===== config.mk =====
export PLATFORM = sky130hd
export DESIGN_NAME = glb_bus_scheduler
export DESIGN_NICKNAME = d
export VERILOG_FILES = /design/src/rtl/glb_bus_scheduler.sv
export SDC_FILE = /design/constraint.sdc
export NUM_CORES = 1
export LEC_CHECK = 0
export CORE_ASPECT_RATIO = 0.75
export CORE_MARGIN = 5
export CORE_UTILIZATION = 46
export CTS_CLUSTER_SIZE = 10
export DETAILED_ROUTE_END_ITERATION = 10
export GPL_TIMING_DRIVEN = 0
export PLACE_DENSITY_LB_ADDON = 0.3
export SLEW_MARGIN = 5
export SYNTH_ARGS = -nofsm -noshare
export SYNTH_HDL_FRONTEND = slang
export SYNTH_SLANG_ARGS = --single-unit

===== constraint.sdc =====
create_clock -name clk -period 4.4 [get_ports clk]
set_clock_uncertainty 0.15 [all_clocks]
set_input_delay 0.44 -clock clk [delete_from_list [all_inputs] [get_ports clk]]
set_output_delay 0.44 -clock clk [all_outputs]
set_load 0.01 [all_outputs]

===== src/rtl/glb_bus_scheduler.sv =====
// glb_bus_scheduler: sequences filter, ifmap and psum traffic from the GLB
// read ports onto the shared GLB-to-PE multicast bus, one column tag at a time.
// For each tag it sends K filter beats, then K ifmap beats, then one psum beat.
module glb_bus_scheduler #(
    parameter int DATA_WIDTH = 16,
    parameter int NUM_COL    = 4
) (
    input  logic                        clk,
    input  logic                        rst,
    input  logic                        start,
    input  logic [7:0]                  cfg_kernel_size,
    input  logic                        fltr_valid,
    output logic                        fltr_ready,
    input  logic [DATA_WIDTH-1:0]       fltr_data,
    input  logic                        ifmap_valid,
    output logic                        ifmap_ready,
    input  logic [DATA_WIDTH-1:0]       ifmap_data,
    input  logic                        psum_valid,
    output logic                        psum_ready,
    input  logic [2*DATA_WIDTH-1:0]     psum_data,
    input  logic                        bus_ready,
    output logic [DATA_WIDTH-1:0]       bus_fltr_data,
    output logic [DATA_WIDTH-1:0]       bus_ifmap_data,
    output logic [2*DATA_WIDTH-1:0]     bus_psum_data,
    output logic [$clog2(NUM_COL)-1:0]  bus_tag,
    output logic                        bus_en,
    output logic [7:0]                  bus_kernel_size,
    output logic                        busy,
    output logic                        done,
    output logic                        err
);

    localparam int TAG_W = $clog2(NUM_COL);
    localparam logic [TAG_W-1:0] LAST_COL = TAG_W'(NUM_COL - 1);

    typedef enum logic [2:0] {
        ST_IDLE  = 3'd0,
        ST_FLTR  = 3'd1,
        ST_IFMAP = 3'd2,
        ST_PSUM  = 3'd3,
        ST_DONE  = 3'd4
    } state_t;

    state_t                  state_q, state_d;
    logic [TAG_W-1:0]        col_cnt_q, col_cnt_d;
    logic [7:0]              beat_cnt_q, beat_cnt_d;
    logic [7:0]              ksize_q, ksize_d;
    logic [DATA_WIDTH-1:0]   fltr_word_q, fltr_word_d;
    logic [DATA_WIDTH-1:0]   ifmap_word_q, ifmap_word_d;
    logic [2*DATA_WIDTH-1:0] psum_word_q, psum_word_d;
    logic [TAG_W-1:0]        tag_q, tag_d;
    logic                    en_q, en_d;
    logic                    busy_q, busy_d;
    logic                    done_q, done_d;
    logic                    err_q, err_d;

    logic fltr_acc_s;
    logic ifmap_acc_s;
    logic psum_acc_s;
    logic last_beat_s;

    // Only the source owned by the current phase may see the bus READY.
    assign fltr_ready  = (state_q == ST_FLTR)  && bus_ready;
    assign ifmap_ready = (state_q == ST_IFMAP) && bus_ready;
    assign psum_ready  = (state_q == ST_PSUM)  && bus_ready;

    assign fltr_acc_s  = fltr_valid  && fltr_ready;
    assign ifmap_acc_s = ifmap_valid && ifmap_ready;
    assign psum_acc_s  = psum_valid  && psum_ready;

    // K is never 0 inside a job, so K-1 cannot underflow here.
    assign last_beat_s = (beat_cnt_q == (ksize_q - 8'd1));

    // Next-state, counter and bus-register computation for the whole scheduler.
    always_comb begin
        state_d      = state_q;
        col_cnt_d    = col_cnt_q;
        beat_cnt_d   = beat_cnt_q;
        ksize_d      = ksize_q;
        fltr_word_d  = fltr_word_q;
        ifmap_word_d = ifmap_word_q;
        psum_word_d  = psum_word_q;
        tag_d        = tag_q;
        en_d         = 1'b0;
        busy_d       = busy_q;
        done_d       = 1'b0;
        err_d        = 1'b0;

        case (state_q)
            ST_IDLE: begin
                if (start) begin
                    if (cfg_kernel_size != 8'd0) begin
                        ksize_d    = cfg_kernel_size;
                        col_cnt_d  = '0;
                        beat_cnt_d = 8'd0;
                        busy_d     = 1'b1;
                        state_d    = ST_FLTR;
                    end else begin
                        err_d = 1'b1;
                    end
                end else begin
                    state_d = ST_IDLE;
                end
            end

            ST_FLTR: begin
                if (fltr_acc_s) begin
                    fltr_word_d = fltr_data;
                    en_d        = 1'b1;
                    tag_d       = col_cnt_q;
                    if (last_beat_s) begin
                        beat_cnt_d = 8'd0;
                        state_d    = ST_IFMAP;
                    end else begin
                        beat_cnt_d = beat_cnt_q + 8'd1;
                    end
                end else begin
                    state_d = ST_FLTR;
                end
            end

            ST_IFMAP: begin
                if (ifmap_acc_s) begin
                    ifmap_word_d = ifmap_data;
                    en_d         = 1'b1;
                    tag_d        = col_cnt_q;
                    if (last_beat_s) begin
                        beat_cnt_d = 8'd0;
                        state_d    = ST_PSUM;
                    end else begin
                        beat_cnt_d = beat_cnt_q + 8'd1;
                    end
                end else begin
                    state_d = ST_IFMAP;
                end
            end

            ST_PSUM: begin
                if (psum_acc_s) begin
                    psum_word_d = psum_data;
                    en_d        = 1'b1;
                    tag_d       = col_cnt_q;
                    if (col_cnt_q == LAST_COL) begin
                        // done and busy drop land together with the final bus_en.
                        done_d  = 1'b1;
                        busy_d  = 1'b0;
                        state_d = ST_DONE;
                    end else begin
                        col_cnt_d = col_cnt_q + TAG_W'(1);
                        state_d   = ST_FLTR;
                    end
                end else begin
                    state_d = ST_PSUM;
                end
            end

            ST_DONE: begin
                state_d = ST_IDLE;
            end

            default: begin
                state_d = ST_IDLE;
            end
        endcase
    end

    // State and output registers; reset clears everything and abandons any job.
    always_ff @(posedge clk or posedge rst) begin
        if (rst) begin
            state_q      <= ST_IDLE;
            col_cnt_q    <= '0;
            beat_cnt_q   <= 8'd0;
            ksize_q      <= 8'd0;
            fltr_word_q  <= '0;
            ifmap_word_q <= '0;
            psum_word_q  <= '0;
            tag_q        <= '0;
            en_q         <= 1'b0;
            busy_q       <= 1'b0;
            done_q       <= 1'b0;
            err_q        <= 1'b0;
        end else begin
            state_q      <= state_d;
            col_cnt_q    <= col_cnt_d;
            beat_cnt_q   <= beat_cnt_d;
            ksize_q      <= ksize_d;
            fltr_word_q  <= fltr_word_d;
            ifmap_word_q <= ifmap_word_d;
            psum_word_q  <= psum_word_d;
            tag_q        <= tag_d;
            en_q         <= en_d;
            busy_q       <= busy_d;
            done_q       <= done_d;
            err_q        <= err_d;
        end
    end

    assign bus_fltr_data   = fltr_word_q;
    assign bus_ifmap_data  = ifmap_word_q;
    assign bus_psum_data   = psum_word_q;
    assign bus_tag         = tag_q;
    assign bus_en          = en_q;
    assign bus_kernel_size = ksize_q;
    assign busy            = busy_q;
    assign done            = done_q;
    assign err             = err_q;

endmodule


* Word level (Yosys, flattened, before mapping) *
Index checks and enable logic that the tools add are counted.

word-level totals
  input port bits = 79
  output and inout port bits = 81
  register bits = 91

operators by class
  mux-type cells = 39
  equal/unequal tests = 15
  $add $sub $neg = 3
  reduce and logical (&&, ||, !) cells = 20

operator list
  cell                   count
  $mux W8                5
  $mux W3                8
  $pmux W8 S3            1
  $reduce_and A5 Y1      3
  $mux W2                7
  $mux W1                13
  $ne A2 B2 Y1 const B   6
  $pmux W3 S4            1
  $ne A3 B3 Y1 const B   3
  $add A8 B1 Y8 const B  1
  $eq A8 B8 Y1           1
  $reduce_bool A8 Y1     1
  $sub A8 B1 Y8 const B  1
  $eq A3 B2 Y1 const B   2
  $logic_and A1 B1 Y1    6
  $pmux W2 S3            1
  $reduce_and A2 Y1      3
  $reduce_and A3 Y1      2
  $reduce_bool A3 Y1     2
  $pmux W2 S2            1
  $reduce_and A4 Y1      1
  $eq A3 B1 Y1 const B   1
  $logic_not A3 Y1       1
  $pmux W1 S3            1
  5 further kinds        5

* Longest topological paths before layout *
  word-level depth = 5
  mapped depth = 8

* Worst setup path after synthesis *
Ideal clock, no wire load.

  path kind = register to register
  start = register ksize_q[0] (netlist: bus_kernel_size[0])
  end = register state_q[1]
  stages on the path, launching flop included = 8
  period minus slack after synthesis = 2309 ps
  path slack = 2091 ps
  setup time = 121 ps
  buffers on the path = 0
  arrival time = 2037 ps
  cell sequence = dfrtp_1 > inv_1 > ha_1 > or3b_2 > nor3_1 > xnor2_1 > o2111ai_4 > a22o_2

between the ends
  word-level cells in the longest chain between the ends = 4
  elaborated cells between the ends (all ways) = 5

RTL lines
  item                                    RTL line  source
  from (decl)                             47        logic [7:0] ksize_q, ksize_d;
  from (signal assigned)                  186       ksize_q <= ksize_d;
  $sub A8 B1 Y8 (*)                       72        assign last_beat_s = (beat_cnt_q == (ksize_q - 8'd1));
  $eq A8 B8 Y1 (*)                        72
  $ne A3 B3 Y1 (no source line)           n/a
  $reduce_and A3 Y1 (no source line) (*)  n/a
  to (signal assigned)                    183       state_q <= state_d;
  to (decl)                               44        state_t state_q, state_d;

Mark *: on every way between the ends. The rest lies on a longest branch, timed or not.
A chain may end at the register's enable or synchronous reset.

* Worst setup path after layout *
  start = input cfg_kernel_size[0]
  end = register beat_cnt_q[7]

between the ends
  word-level cells in the longest chain between the ends = 3

RTL lines
  item                                RTL line  source
  from (decl)                         11        input logic [7:0] cfg_kernel_size,
  $reduce_bool A8 Y1                  92        if (cfg_kernel_size != 8'd0) begin
  $ne A2 B2 Y1 (no source line)       n/a
  $reduce_and A5 Y1 (no source line)  n/a
  to (signal assigned)                185       beat_cnt_q <= beat_cnt_d;
  to (decl)                           46        logic [7:0] beat_cnt_q, beat_cnt_d;

No other way between the ends.

==> flow_summary.ini <==
[finish]
area_growth_pct = 51.4
drive_above_1_share = 0.193
finish.net_count = 569
final_common_cell = clkdlybuf4s50_1
layout_common_cells = 159 x clkdlybuf4s50_1, 91 x dfrtp_1, 66 x mux2_2
regArea_um2 = 2280
multiInputGateArea_um2 = 1570
num-fill-cells = 622
n_antenna_cell = 0

[yosys]
synth_edf_count = 0
synthesis.area_um2 = 3930
synth_async_sr_flop_share = 1.00
synthFlopType = dfrtp_1
muxShareOfSynthArea = 0.189
synth-simple-area-share = 0.122
synth_xor_area_frac = 0.0245
synth_cells = 316
ys_ff_latch = 91
synth_top_area_share = 0.579
syn-num-nets = 398
synthAdderAreaFrac = 0.00955
synthTopCellsByArea = dfrtp_1 58%, mux2_2 19%, nand2_1 3.7%
synth_top_family_by_area = multiplexers
ys_warn_count = 0
synth_cell_type_count = 40
synth_compound_area_frac = 0.0557
avgSynthCellArea_um2 = 12.4
yosysTopAreaCell = dfrtp_1
seq_area_frac_synth = 0.579

[sta]
rsz0062_at_grt = no
tightest_slew_ns = 0.665
finalSetupTns_ns = 0
setup_viol = 0
finalHoldViolCount = 0
fin_crit_ns = 2.64
whs_ns = 0.352
finalCritPeriodShare = 0.600
timing.slew.headroom = 0.553
final_max_slew_viol_count = 0
max_freq_ghz = 0.379

[power]
power.switching_mw = 1.29
power_frac_comb = 0.458
p_leak_nw = 2.54
clockPowerShare = 0.177
p_int_mw = 2.66
powerDensity_nw_per_um2 = 664
seq_power_share = 0.365
switching_share = 0.326
vdd_drop_max_v = 0.000359

[hold_path]
hold_path_class = reg2reg

[global_route]
antenna_found_initial = 0
grt_usage = 0.209
grt_pass1_vias = 3425
grt_max_degree = 51
grt_pass1_wl_um = 17200
grt_overflow = 0

[route]
wl_per_cell_um = 17.5
met3_wirelength_um = 1210
ant_nets = 0
drtIter0Drc = 84
met1_length_um = 3920
wl_met2_um = 5200
routed.top_layer = met4
post-route-drc-count = 0
vias = 3082
routed_wirelength_um = 10500
dr.pass1.iters = 4
vias_per_cell = 5.15

[clock_tree]
clk_path_buf_depth = 2
clkLatencyLatePin_ns = 0.33
path_clk_slew_ns = 0.06
postCtsSetupBuffers = 0
cts_buffers = 9
htreeDepth = 3
ctsHoldBuffers = 0
root_buffer = clkbuf_16
cts_sinks = 91
cts_tree = done
cts_resized = 0

[floorplan]
fp.dieH_um = 90.1
fp.coreArea_um2 = 8380
dieArea_um2 = 10500
die_x_um = 117
rows = 29
initial_core_util = 0.469
pin_count = 160

[placement]
hpwlAfterDp_um = 8080
port_buffers = 159
gp_routability_congestion = 0.850

[critical_path]
path_max_fanout = 8
critPathSlowestCell = nor4_1
crit_top_cell = nor4_1
crit_buf_inv = 1
worst_ep_arrival_time_ns = 2.72
path_class = in2reg
critPathTopFamily = simple AND/OR/NAND/NOR gates
crit_path_start_kind = input port
max_stage_delay_ns = 0.62
endpoint_kind = flip-flop
required_ns = 4.48
cp_cell_sequence = clkdlybuf4s50_1 -> nor4_1 -> a21oi_1 -> nor2_1 -> nor2_4 -> nor4_1

[job]
maxCapViolCount = 0

[run_status]
status = completed
==> through the flow <==
stage,utilization,instance area (um2),std cells,setup WS [ns],power (mW)
2_1_floorplan,-,3930,316,1.45,2.29
3_3_place_gp,0.675,5660,583,0.0980,3.20
3_5_place_dp,0.678,5680,584,1.43,3.28
4_1_cts,0.710,5950,599,1.77,3.99
5_1_grt,0.710,5950,599,1.57,4.21
6_report,0.710,5950,599,1.76,3.95
==> area by class of cell <==
class / instances / share of cell area
plain buffers: 13 / 0.00946
clock buffers: 11 / 0.0408
clock inverters: 4 / 0.00463
inverters: 6 / 0.00421
multi-input cells: 206 / 0.265
flip-flops and latches: 91 / 0.383
well taps: 108 / 0.0227
repair buffers: 160 / 0.271
==> power groups by stage <==
stage               combinational (mW)  clock (mW)  sequential, mW
global route                      1.96       0.756            1.50
CTS                               1.83       0.712            1.45
finish                            1.81       0.698            1.44
detailed placement                1.82           0            1.45
floorplan                        0.703           0            1.58
global placement                  1.77           0            1.43
==> logic make-up after synthesis <==
family                     after synthesis
adders and majority gates                3
DFF                                     91
and+or+nand+nor                         94
buffers and inverters                   19
AOI/OAI and AO/OA                       32
xor gates and xnor gates                11
muxes                                   66
==> Yosys cell counts, drive strengths merged, types with 6 or more instances <==
master / n
o21ai: 12
mux2: 66
a21oi: 9
nor3: 12
clkbuf: 7
nor2: 10
and3: 9
buf: 6
nand2: 39
dfrtp: 91
inv: 6
xnor2: 8
==> registers in the layout, summed over array words and instances, names as in the netlist <==
register / cells
bus_fltr_data: 16
busy: 1
bus_tag: 2
bus_ifmap_data: 16
state_q: 3
bus_kernel_size: 8
bus_psum_data: 32
bus_en: 1
err: 1
col_cnt_q: 2
beat_cnt_q: 8
done: 1
==> per-layer routing <==
layer,up-vias,global-route usage
li1,1450,-
met1,1496,0.235
met2,125,0.353
met3,11,0.109
met4,0,0.0449
met5,-,0
==> final timing paths <==
path,start,end,slack [ns],cells past startpoint
worst max-delay path,cfg_kernel_size[0],beat_cnt_q[7]$_DFFE_PP0P_,1.76,6
worst max register to register,bus_kernel_size[0]$_DFFE_PP0P_,beat_cnt_q[7]$_DFFE_PP0P_,1.92,8
worst min-delay path,bus_psum_data[29]$_DFFE_PP0P_,bus_psum_data[29]$_DFFE_PP0P_,0.35,1
min in group asynchronous,rst,bus_fltr_data[3]$_DFFE_PP0P_,0.40,2
max in group asynchronous,rst,bus_psum_data[31]$_DFFE_PP0P_,3.06,3
worst min register to register,bus_psum_data[29]$_DFFE_PP0P_,bus_psum_data[29]$_DFFE_PP0P_,0.35,1
(Power assumes the default switching activity.)
